## src/rtl/alu_ctrl_pkg.sv

```systemverilog
// rtl/alu_ctrl_pkg.sv - shared state, opcode and select encodings for the ALU control unit
package alu_ctrl_pkg;

    typedef enum logic [3:0] {
        FETCH,
        DECODE,
        EXEC_R,
        EXEC_I,
        WB_ALU,
        ADDR,
        MEM_RD,
        WB_MEM,
        MEM_WR,
        BRANCH,
        JUMP,
        HALT
    } state_t;

    localparam logic [3:0] OP_ADD  = 4'h0;
    localparam logic [3:0] OP_SUB  = 4'h1;
    localparam logic [3:0] OP_AND  = 4'h2;
    localparam logic [3:0] OP_OR   = 4'h3;
    localparam logic [3:0] OP_ADDI = 4'h4;
    localparam logic [3:0] OP_LW   = 4'h5;
    localparam logic [3:0] OP_SW   = 4'h6;
    localparam logic [3:0] OP_BEQ  = 4'h7;
    localparam logic [3:0] OP_BNE  = 4'h8;
    localparam logic [3:0] OP_JMP  = 4'h9;
    localparam logic [3:0] OP_HALT = 4'hF;

    localparam logic [3:0] ALU_ADD = 4'd0;
    localparam logic [3:0] ALU_SUB = 4'd1;
    localparam logic [3:0] ALU_AND = 4'd2;
    localparam logic [3:0] ALU_OR  = 4'd3;

    localparam logic [1:0] B_REG_B    = 2'd0;
    localparam logic [1:0] B_IMM      = 2'd1;
    localparam logic [1:0] B_STEP     = 2'd2;
    localparam logic [1:0] B_IMM_SHL1 = 2'd3;

    localparam logic [1:0] PC_SRC_ALU  = 2'd0;
    localparam logic [1:0] PC_SRC_BR   = 2'd1;
    localparam logic [1:0] PC_SRC_JUMP = 2'd2;

    function automatic logic is_illegal(input logic [3:0] op);
        return (op >= 4'hA) && (op <= 4'hE);
    endfunction

endpackage

```

## src/rtl/mem_wait_timer.sv

```systemverilog
// rtl/mem_wait_timer.sv - counts cycles spent waiting on mem_ready, flags the last allowed one
module mem_wait_timer #(
    parameter int MEM_TIMEOUT = 15
) (
    input  logic clk,
    input  logic clear,
    output logic expire
);

    localparam int W     = (MEM_TIMEOUT < 2) ? 1 : $clog2(MEM_TIMEOUT);
    localparam int LIMIT = (MEM_TIMEOUT == 0) ? 0 : MEM_TIMEOUT - 1;

    logic [W-1:0] count;

    always_ff @(posedge clk) begin
        if (clear) begin
            count <= '0;
        end else begin
            count <= count + W'(1);
        end
    end

    // count holds the number of earlier wait cycles, so LIMIT marks the final one
    assign expire = (MEM_TIMEOUT != 0) && (count == W'(LIMIT));

endmodule

```

## src/rtl/alu_ctrl_fsm.sv

```systemverilog
// rtl/alu_ctrl_fsm.sv - multi-cycle fetch/decode/execute/memory/writeback control unit
import alu_ctrl_pkg::*;

module alu_ctrl_fsm #(
    parameter int MEM_TIMEOUT = 15,
    parameter int PC_STEP     = 2
) (
    input  logic       CLK,
    input  logic       reset,
    input  logic [3:0] opcode,
    input  logic       mem_ready,
    input  logic       isZero,
    input  logic       ovfl,
    output logic       alu_src,
    output logic [1:0] alu_b_sel,
    output logic [3:0] alu_op,
    output logic       pc_write,
    output logic [1:0] pc_src,
    output logic       ir_write,
    output logic       mem_read,
    output logic       mem_write,
    output logic       reg_write,
    output logic       wb_sel,
    output logic       halted,
    output logic       ovfl_trap,
    output logic       illegal,
    output logic       mem_fault
);

    if (PC_STEP <= 0) begin : g_bad_pc_step
        $error("alu_ctrl_fsm: PC_STEP must be positive");
    end

    state_t state, state_nxt;
    logic   ovfl_q;
    logic   waiting, expire, fault;

    assign waiting = (state == FETCH) || (state == MEM_RD) || (state == MEM_WR);
    assign fault   = waiting && !mem_ready && expire;

    // Any non-waiting cycle, completion or abort leaves the counter at zero for the next wait
    mem_wait_timer #(.MEM_TIMEOUT(MEM_TIMEOUT)) u_timer (
        .clk    (CLK),
        .clear  (reset || !waiting || mem_ready || fault),
        .expire (expire)
    );

    always_comb begin
        state_nxt = state;
        case (state)
            FETCH:  if (mem_ready) state_nxt = DECODE;
                    else if (fault) state_nxt = FETCH;
            DECODE: begin
                case (opcode)
                    OP_ADD, OP_SUB, OP_AND, OP_OR: state_nxt = EXEC_R;
                    OP_ADDI:                       state_nxt = EXEC_I;
                    OP_LW, OP_SW:                  state_nxt = ADDR;
                    OP_BEQ, OP_BNE:                state_nxt = BRANCH;
                    OP_JMP:                        state_nxt = JUMP;
                    OP_HALT:                       state_nxt = HALT;
                    default:                       state_nxt = FETCH;
                endcase
            end
            EXEC_R, EXEC_I: state_nxt = WB_ALU;
            ADDR:   state_nxt = (opcode == OP_LW) ? MEM_RD : MEM_WR;
            MEM_RD: if (mem_ready) state_nxt = WB_MEM;
                    else if (fault) state_nxt = FETCH;
            MEM_WR: if (mem_ready || fault) state_nxt = FETCH;
            HALT:   state_nxt = HALT;
            default: state_nxt = FETCH;
        endcase
    end

    always_ff @(posedge CLK) begin
        if (reset) begin
            state  <= FETCH;
            ovfl_q <= 1'b0;
        end else begin
            state <= state_nxt;
            // logical ops never overflow, so only ADD/SUB (opcode[1]==0) keep the flag
            if (state == EXEC_R) begin
                ovfl_q <= ovfl && !opcode[1];
            end else if (state == EXEC_I) begin
                ovfl_q <= ovfl;
            end
        end
    end

    always_comb begin
        alu_src   = 1'b0;
        alu_b_sel = B_REG_B;
        alu_op    = ALU_ADD;
        pc_write  = 1'b0;
        pc_src    = PC_SRC_ALU;
        ir_write  = 1'b0;
        mem_read  = 1'b0;
        mem_write = 1'b0;
        reg_write = 1'b0;
        wb_sel    = 1'b0;
        halted    = 1'b0;
        ovfl_trap = 1'b0;
        illegal   = 1'b0;
        mem_fault = 1'b0;
        if (!reset) begin
            case (state)
                FETCH: begin
                    alu_b_sel = B_STEP;
                    mem_read  = !fault;
                    ir_write  = mem_ready;
                    pc_write  = mem_ready;
                    mem_fault = fault;
                end
                DECODE: begin
                    alu_b_sel = B_IMM_SHL1;
                    illegal   = is_illegal(opcode);
                end
                EXEC_R, EXEC_I, WB_ALU: begin
                    alu_src = 1'b1;
                    if (opcode == OP_ADDI) begin
                        alu_b_sel = B_IMM;
                    end else begin
                        alu_op = {2'b00, opcode[1:0]};
                    end
                    if (state == WB_ALU) begin
                        reg_write = !ovfl_q;
                        ovfl_trap = ovfl_q;
                    end
                end
                ADDR, MEM_RD, MEM_WR: begin
                    alu_src   = 1'b1;
                    alu_b_sel = B_IMM;
                    mem_read  = (state == MEM_RD) && !fault;
                    mem_write = (state == MEM_WR) && !fault;
                    mem_fault = fault;
                end
                WB_MEM: begin
                    reg_write = 1'b1;
                    wb_sel    = 1'b1;
                end
                BRANCH: begin
                    alu_src  = 1'b1;
                    alu_op   = ALU_SUB;
                    pc_src   = PC_SRC_BR;
                    pc_write = (opcode == OP_BEQ) ? isZero : !isZero;
                end
                JUMP: begin
                    pc_write = 1'b1;
                    pc_src   = PC_SRC_JUMP;
                end
                HALT: halted = 1'b1;
                default: ;
            endcase
        end
    end

endmodule

```

## config.mk

```make
export PLATFORM = sky130hd
export DESIGN_NAME = alu_ctrl_fsm
export DESIGN_NICKNAME = d
export VERILOG_FILES = /design/src/rtl/alu_ctrl_pkg.sv /design/src/rtl/mem_wait_timer.sv /design/src/rtl/alu_ctrl_fsm.sv
export SDC_FILE = /design/constraint.sdc
export NUM_CORES = 1
export LEC_CHECK = 0
export ABC_AREA = 1
export ABC_CLOCK_PERIOD_IN_PS = 1740
export BUFFER_PORTS_ARGS = -buffer_cell sky130_fd_sc_hd__buf_2
export CAP_MARGIN = 10
export CELL_PAD_IN_SITES_DETAIL_PLACEMENT = 0
export CELL_PAD_IN_SITES_GLOBAL_PLACEMENT = 1
export CORE_AREA = 4 4 68 51
export CTS_CLUSTER_SIZE = 40
export DETAILED_ROUTE_END_ITERATION = 6
export DIE_AREA = 0 0 72 55
export GPL_TIMING_DRIVEN = 0
export PLACE_DENSITY = 0.73
export SLEW_MARGIN = 20
export SYNTH_ARGS = -nofsm -noshare
export SYNTH_HDL_FRONTEND = slang
export SYNTH_HIERARCHICAL = 1
export SYNTH_SLANG_ARGS = --single-unit
```

## constraint.sdc

```tcl
create_clock -name CLK -period 1.74 [get_ports CLK]
set_input_delay 0.261 -clock CLK [delete_from_list [all_inputs] [get_ports CLK]]
set_output_delay 0.261 -clock CLK [all_outputs]
set_load 0.05 [all_outputs]
```

-- After elaboration in Yosys (flattened, before gate mapping)
Memories as Yosys holds them, arrays and structs flattened.
Index checks and enable logic that the tools add are counted.
Widths: inputs -> output; s select.
- register bits: 9
- bits in latches: 0
- RAM bits: 0
- ROM bits: 64
- input bits: 9
- output and inout port bits: 19
- logic and storage cells: 89
- memories kept: 1
- memories (name ; depth ; width ; read ports ; clocked after Yosys merged registers in ; write ports ; RTL line ; text):
    (no name shown) ; 16 ; 4 ; 1 ; 0 ; 0 ; alu_ctrl_fsm.sv:54 ; case (opcode)
- add/subtract/negate cells: 1
- multiply operators: 0
- div/mod/pow operators: 0
- magnitude comparators: 2
- equality and inequality tests: 16
- shift-type cells: 0
- mux-type cells: 41
- bitwise gates (word level): 0
- reductions and logical operators: 25
- operators with widths (cell ; number):
    $eq 4x3->1 const B ; 7
    $pmux 4 s7 ; 1
    $mux 1 ; 25
    $eq 4x4->1 const B ; 5
    $mux 4 ; 5
    $eq 4x2->1 const B ; 2
    $mux 2 ; 4
    $pmux 2 s2 ; 2
    $pmux 2 s4 ; 1
    $reduce_or 7->1 ; 1
    $logic_and 1x1->1 ; 6
    $logic_not 1->1 ; 6
    $logic_or 1x1->1 ; 6
    $reduce_or 3->1 ; 2
    $add 4x1->4 const B ; 1
    $eq 4x1->1 const B ; 1
    $ge 4x4->1 const B ; 1
    $le 4x4->1 const B ; 1
    $logic_not 4->1 ; 1
    $pmux 1 s2 ; 2
    $reduce_or 4->1 ; 1
    $pmux 1 s3 ; 1
    $ne 2x1->1 const B ; 1
    $reduce_bool 2->1 ; 1
    $reduce_or 2->1 ; 1

-- Depth between registers and ports, before layout
Gate-level depths: netlist of the first run.
- word-level depth: 9
- mapped depth: 9

-- Modules after synthesis
The synthesis of the first run kept the hierarchy.
- modules (own cells, without submodules) (module ; times used ; cells an instance ; area each (µm²)):
    alu_ctrl_fsm ; 1 ; 133 ; 738.2
    mem_wait_timer ; 1 ; 19 ; 163.9

-- Worst setup path after synthesis of the first run
OpenSTA, ideal clock, no wires.
- path kind: register to output
- from: reg state[0]
- to: out illegal
- arrival: 2.159 ns
- data required time: 1.479 ns
- setup slack: -0.680 ns
- stages on the path, launching flop included: 5
- path buffers: 0
- cell sequence: dfxtp_1 inv_2 nor2_2 nand2_1 nor4_1
- longest elaborated chain between the ends: 3
- RTL lines (what ; RTL line ; text):
    start, declared ; alu_ctrl_fsm.sv:34 ; state_t state, state_nxt;
    start signal, assigned ; alu_ctrl_fsm.sv:79 ; state <= state_nxt;
    $eq 4x1->1 ; alu_ctrl_fsm.sv:105 ; case (state)
    $mux 1 ; alu_ctrl_fsm.sv:105 ;
    $mux 1 ; alu_ctrl_fsm.sv:104 ; if (!reset) begin
    end, declared ; alu_ctrl_fsm.sv:26 ; output logic illegal,
No other way between the ends.

-- Final worst setup path of the first run
- from: reg state[1]
- to: out alu_op[0]
- longest elaborated chain between the ends: 4
- elaborated cells between the ends (all ways): 7
- RTL lines (what ; RTL line ; text):
    $eq 4x2->1 or $eq 4x3->1 (tied branches) ; alu_ctrl_fsm.sv:105 ;
    $reduce_or 3->1 ; alu_ctrl_fsm.sv:105 ;
    $pmux 2 s2 * ; alu_ctrl_fsm.sv:105 ;
    $mux 2 * ; alu_ctrl_fsm.sv:104 ;
    end, declared ; alu_ctrl_fsm.sv:16 ; output logic [3:0] alu_op,
Mark *: on every way between the ends. The rest lies on a longest branch, timed or not.

==> out/results.txt, run 1 <==
Cell breakdown of the critical path -> buf_6 > nor2_4 > nand2_2 > nand2_4 > nand3b_1 > a21oi_1 > buf_4
Number of nets in the layout -> 208
Vias in the first global route -> 935
DPL Wire Length -> 1.914 mm
Worst vdd ir -> 280.9 uV
Synth Instances -> 152
PD cells -> 583.6 mW/mm^2
WL/cell -> 12.17 um
Total number of vias -> 1,079
GP Congestion -> 0.8600
DIE WIDTH -> 72 um
Synth Area in Adders -> 8.322%
Arrival time worst endpoint -> 1470 ps
Worst Path Max Fanout -> 8
WHS -> 347.8 ps
Number of synthesized flops with an enable pin -> 0
Outcome -> finished, final reports clean
CTS tree -> yes
Simple logic cell fraction of the synthesized area -> 43.69%
Delay of the slowest critical-path stage -> 310 ps
Synth Area in Compound Gates -> 10.54%
Count of hold-fix buffers inserted at cts -> 0
Total power -> 0.8309 mW
First-pass DRT Iterations -> 4
Fmax -> 577.6 MHz
Fraction of synthesized area in multiplexers -> 0%
Clock-pin transition on the worst setup and hold timing paths -> 50 ps
IO buf count -> 24
Leakage power -> 0.6699 nW
Worst-skew pair later-pin latency -> 240 ps
Initial DRC Count -> 56
Largest net degree at the start of global routing -> 11
DRC Markers -> 0
Largest family of logic cells by synthesized area -> simple AND/OR/NAND/NOR gates
Mapped cell area -> 902.1 sq um
Crit start category -> flip-flop
Total GRT Usage -> 13.72%
Post-Route WL -> 2.775 mm
ANT cells -> 0
Crit Path Category -> flip-flop to primary output
H-tree depth -> 1
Fin. Hold Viols -> 0
Initial Util -> 32.65%
Io pins -> 28
Clock root cell -> clkbuf_8
Worst-case clock skew -> 2.585 ps
Worst Path Required -> 1480 ps
Final setup viols -> 0
Setup_tns -> 0 ps
Maximum Capacitance Violations -> 0
Gr ovfl total -> 0
Yosys warning count -> 6
First-pass GRT wire length -> 4.209 mm
Layout area overhead -> 57.84%
Layout cell share with drive strength beyond 1 -> 48.44%
Die height -> 55 um
Via/cell ratio -> 4.732
Most frequent cells in the layout -> nand2_1 (24), nor2_1 (18), inv_1 (17), buf_4 (16), buf_2 (13)
Unique cell type count in the Yosys netlist -> 32
Unrepaired setup endpoints after global routing -> yes
HP Class -> input pin to flip-flop
Avg Inst Size Synth -> 5.935 sq um
Slowest cell on crit path -> dfxtp_1
Main synth FF type -> dfxtp_1
Fraction of synthesized cell area in xor and xnor cells -> 1.942%
Die Area -> 0.003960 sq mm
Final Cycle Share -> 99.51%
Crit path capture type -> primary output
Initial antenna violation count -> 0
CP delay by family, top -> simple AND/OR/NAND/NOR gates
Max clock buf depth -> 2
CTS buffer count -> 3
Max-slew violation count -> 0
Critical path buffers and inverters -> 2
Filler instances -> 286
Core Rows -> 16
Register area share after synthesis -> 19.97%
Core footprint -> 0.002763 sq mm
Fin crit period -> 1731 ps
Final ANT Viol Nets -> 0
Commonest non-fill, non-tap cell in the layout -> nand2_1
Final Instance Area -> 0.001424 sq mm
Post-route core utilization -> 51.54%
CTS sink count -> 9
Placed inst area -> 0.001094 sq mm
Synthesized flop and latch total -> 9
Ys async rst share -> 0%
[final timing paths]
path                                       start          endpoint  slack, ps  cells past startpoint
worst max-delay path                    state[1]         alu_op[0]          9                      7
worst min register to register            ovfl_q            ovfl_q        510                      2
worst min-delay path                        ovfl            ovfl_q        350                      3
worst max register to register  u_timer/count[0]  u_timer/count[3]        430                      8
[registers in the layout (all words and copies together) (netlist names)]
register / flops
state: 4
ovfl_q: 1
u_timer/count: 4
[area by class of cell]
| cell class | count | area [sq um] | share of cell area (%) |
|---|---|---|---|
| well taps | 36 | 45.04 | 3.163 |
| clock buffers | 4 | 45.04 | 3.163 |
| plain buffers | 5 | 35.03 | 2.460 |
| flip-flops and latches | 9 | 192.7 | 13.53 |
| repair buffers | 35 | 271.5 | 19.07 |
| multi-input cells | 112 | 733.2 | 51.49 |
| inverters | 27 | 101.3 | 7.118 |
[tightest hold or removal path: stages]
cell and delay, ps:
buf_2 100, a21oi_1 130, a211oi_1 50
[power by group]
group          internal, mW  switching [mW]  total, mW
Sequential            0.216          0.0141      0.231
Combinational         0.123           0.227      0.350
Clock                 0.160          0.0904      0.251
[routing by layer]
layer | track usage (%) | vias up | routed length, um
met5 | 0 | - | 0
met4 | 2.813 | 0 | 34
met3 | 3.610 | 4 | 214
met2 | 20.58 | 43 | 1197
met1 | 19.70 | 480 | 1329
li1 | - | 552 | -
[stage by stage]
stage               std cells  setup slack [ps]
CTS                       220            -11.83
global route              228            -66.99
detailed placement        213             12.66
floorplan                 153            -178.6
global placement          213            -5.393
finish                    228             8.548
[repair_timing]
| action | in CTS | in global routing |
|---|---|---|
| pin swaps | 2 | 13 |
| buffers inserted | 3 | 8 |
| gates resized for setup | 33 | 35 |
| endpoints found under the setup margin | 11 | 12 |
[cells in the mapped netlist, drive strengths merged (2+ instances only)]
| library cell | n | share of area, % |
|---|---|---|
| dfxtp | 9 | 20 |
| ha | 6 | 8.3 |
| buf | 4 | 3.5 |
| nor3 | 4 | 2.8 |
| nand3 | 7 | 5.0 |
| inv | 27 | 11 |
| a21oi | 11 | 6.5 |
| nor4 | 2 | 2.1 |
| nand4 | 2 | 1.4 |
| o21ai | 3 | 1.7 |
| nor2 | 32 | 15 |
| nand2 | 36 | 16 |
[cell families after synthesis]
| family | after synthesis |
|---|---|
| and+or+nand+nor | 85 |
| xor gates and xnor gates | 2 |
| adders and majority gates | 6 |
| AOI/OAI and AO/OA | 17 |
| other | 1 |
| DFF | 9 |
| buffers and inverters | 32 |
Power figures use the tool's default switching activity.
==> inputs of run 2 (changes only) <==
--- a/config.mk
+++ b/config.mk
@@ -16,7 +16,9 @@
 export DETAILED_ROUTE_END_ITERATION = 6
 export DIE_AREA = 0 0 72 55
 export GPL_TIMING_DRIVEN = 0
+export MAX_ROUTING_LAYER = met4
 export PLACE_DENSITY = 0.73
+export REMOVE_ABC_BUFFERS = 1
 export SLEW_MARGIN = 20
 export SYNTH_ARGS = -nofsm -noshare
 export SYNTH_HDL_FRONTEND = slang
==> constraint.sdc (replaced) <==
create_clock -name CLK -period 1.74 [get_ports CLK]
set_input_delay 0.261 -clock CLK [delete_from_list [all_inputs] [get_ports CLK]]
set_output_delay 0.261 -clock CLK [all_outputs]
set_load 0.1 [all_outputs]
==> out/results.txt, run 2 (synthesis results as in run 1) <==
DIE WIDTH -> 72 um (unchanged)
Initial Util -> 32.65% (unchanged)
IO buf count -> 25 (+4.2%)
Outcome -> finished, violations left
Fin crit period -> 1776 ps (+44.90 ps)
Core footprint -> 0.002763 sq mm (unchanged)
Crit start category -> flip-flop
Total GRT Usage -> 14.43% (+0.71 points)
Final ANT Viol Nets -> 0 (unchanged)
Fmax -> 563.0 MHz (-2.5%)
Top flop regs -> state: 4 flops, u_timer/count: 4 flops, ovfl_q: 1 flops
DPL Wire Length -> 2.045 mm (+6.8%)
Register area -> 196.4 sq um (+1.9%)
Worst-case clock skew -> 1.780 ps (-0.8047 ps)
Filler instances -> 275 (-3.8%)
Placed inst area -> 0.001041 sq mm (-4.8%)
Area of the multi-input gates -> 729.5 sq um (-0.51%)
Cell breakdown of the critical path -> nor2_4 > nand2_2 > inv_2 > nand2_4 > nand2_2 > a21oi_1 > nor2_1 > buf_6
Setup_tns -> -77.46 ps (-77.46 ps)
Delay of the slowest critical-path stage -> 380 ps (+70 ps)
Gr ovfl total -> 0 (unchanged)
Layout area overhead -> 59.22%
Total power -> 0.9078 mW (+9.2%)
CTS tree -> yes
Critical path buffers and inverters -> 2 (unchanged)
Final Instance Area -> 0.001436 sq mm (+0.88%)
Final Cycle Share -> 102.1% (+2.6 points)
First-pass GRT wire length -> 4.291 mm (+1.9%)
Worst Max-Slew Pin Slew -> 519.9 ps
CTS buffer count -> 3 (unchanged)
Clock root cell -> clkbuf_8
Maximum Capacitance Violations -> 0 (unchanged)
Slew margin rel. -> 65.34%
Io pins -> 28 (unchanged)
Layout cell share with drive strength beyond 1 -> 47.03% (-1.4 points)
PD cells -> 632.0 mW/mm^2 (+8.3%)
Slowest cell on crit path -> dfxtp_4
CP dominant cell by count -> nand2_2
CTS sink count -> 9 (unchanged)
Fin. Hold Viols -> 0 (unchanged)
Worst vdd ir -> 354.2 uV (+26%)
Number of nets in the layout -> 201 (-3.4%)
Total number of vias -> 1,037 (-3.9%)
Worst setup margin -> -36.36 ps (-44.90 ps)
WL/cell -> 12.58 um (+3.4%)
Worst Path Max Fanout -> 8 (unchanged)
Die height -> 55 um (unchanged)
Initial antenna violation count -> 0 (unchanged)
ANT cells -> 0 (unchanged)
Worst-skew pair later-pin latency -> 230 ps (about the same)
Most frequent cells in the layout -> nand2_1 (25), inv_1 (18), nor2_1 (16), buf_4 (12), nand2_2 (10)
Core Rows -> 16 (unchanged)
Arrival time worst endpoint -> 1520 ps (+50 ps)
Die Area -> 0.003960 sq mm (unchanged)
First-pass DRT Iterations -> 4 (unchanged)
Max-slew violation count -> 0 (unchanged)
Vias in the first global route -> 935 (unchanged)
Pre-CTS WS -> -184.6 ps (-197.2 ps)
Post-route core utilization -> 51.99% (+0.45 points)
Max clock buf depth -> 2 (unchanged)
Final setup viols -> 4 (+4)
Post-Route WL -> 2.781 mm (+0.22%)
Initial DRC Count -> 66 (+18%)
Count of hold-fix buffers inserted at cts -> 0 (unchanged)
CP delay by family, top -> simple AND/OR/NAND/NOR gates
Via/cell ratio -> 4.692 (-0.85%)
Unrepaired setup endpoints after global routing -> yes
H-tree depth -> 1 (unchanged)
Leakage power -> 0.6443 nW (-3.8%)
Largest net degree at the start of global routing -> 21 (+10)
GP Congestion -> 0.8111 (-5.7%)
Crit path capture type -> primary output
HP Class -> input pin to flip-flop
DRC Markers -> 0 (unchanged)
Commonest non-fill, non-tap cell in the layout -> nand2_1
Clock-pin transition on the worst setup and hold timing paths -> 40 ps (about the same)
Worst Path Required -> 1480 ps (about the same)
Crit Path Category -> flip-flop to primary output
Failing checks -> setup timing
-- run 2: cell count changes in the layout (fill, tap and decap cells not counted), moves of 2 or more --
cell / previous run / this run
buf_12: 1 / 5
buf_4: 16 / 12
buf_2: 13 / 8
nor2_1: 18 / 16
nor2_2: 5 / 7
inv_2: 10 / 8
-- run 2: layout make-up --
type | count | share of cell area [%]
inverter | 27 | 7.230
multi-input combinational | 112 | 50.78
sequential | 9 | 13.68
timing repair buffer | 33 | 22.04
tap | 36 | 3.136
clock buffer | 4 | 3.136
-- run 2: routing by layer --
metal / part of all wire, % / track usage [%] / wire (um) / vias up
li1: - / - / - / 538
met1: 51 / 20.60 / 1429 / 464
met2: 42 / 20.88 / 1177 / 35
met3: 6.3 / 4.152 / 174 / 0
met4: 0 / 0.9375 / 0 / 0
met5: 0 / - / 0 / -
-- run 2: report_power, final --
part	leakage (nW)	total, mW	switching (mW)	internal, mW
sequential	0.0765	0.233	0.0168	0.216
combinational	0.545	0.437	0.302	0.135
clock	0.0228	0.238	0.0783	0.159
total	0.644	0.908	0.397	0.511
-- run 2: metrics by stage --
stage	hold slack, ps	cells
2_1_floorplan	323.4	148
3_3_place_gp	442.7	209
3_5_place_dp	461.5	209
4_1_cts	368.6	215
5_1_grt	364.8	221
6_report	369.1	221
-- run 2: timing repair --
item                                    4_1_cts  5_1_grt
endpoints found under the setup margin       17       15
buffers inserted                              2        6
gates resized for setup                      60       36
pin swaps                                     9        7
-- run 2: tightest hold or removal path: stages --
cell      delay, ps
buf_2           100
a21oi_1         130
a211oi_1         60
-- run 2: worst paths after layout --
check	slack, ps	to	from	cells past startpoint
hold reg to reg	490	ovfl_q	ovfl_q	2
setup reg to reg	320	u_timer/count[3]	state[0]	9
hold / removal	370	ovfl_q	ovfl	3
setup / recovery	-40	pc_write	state[1]	8
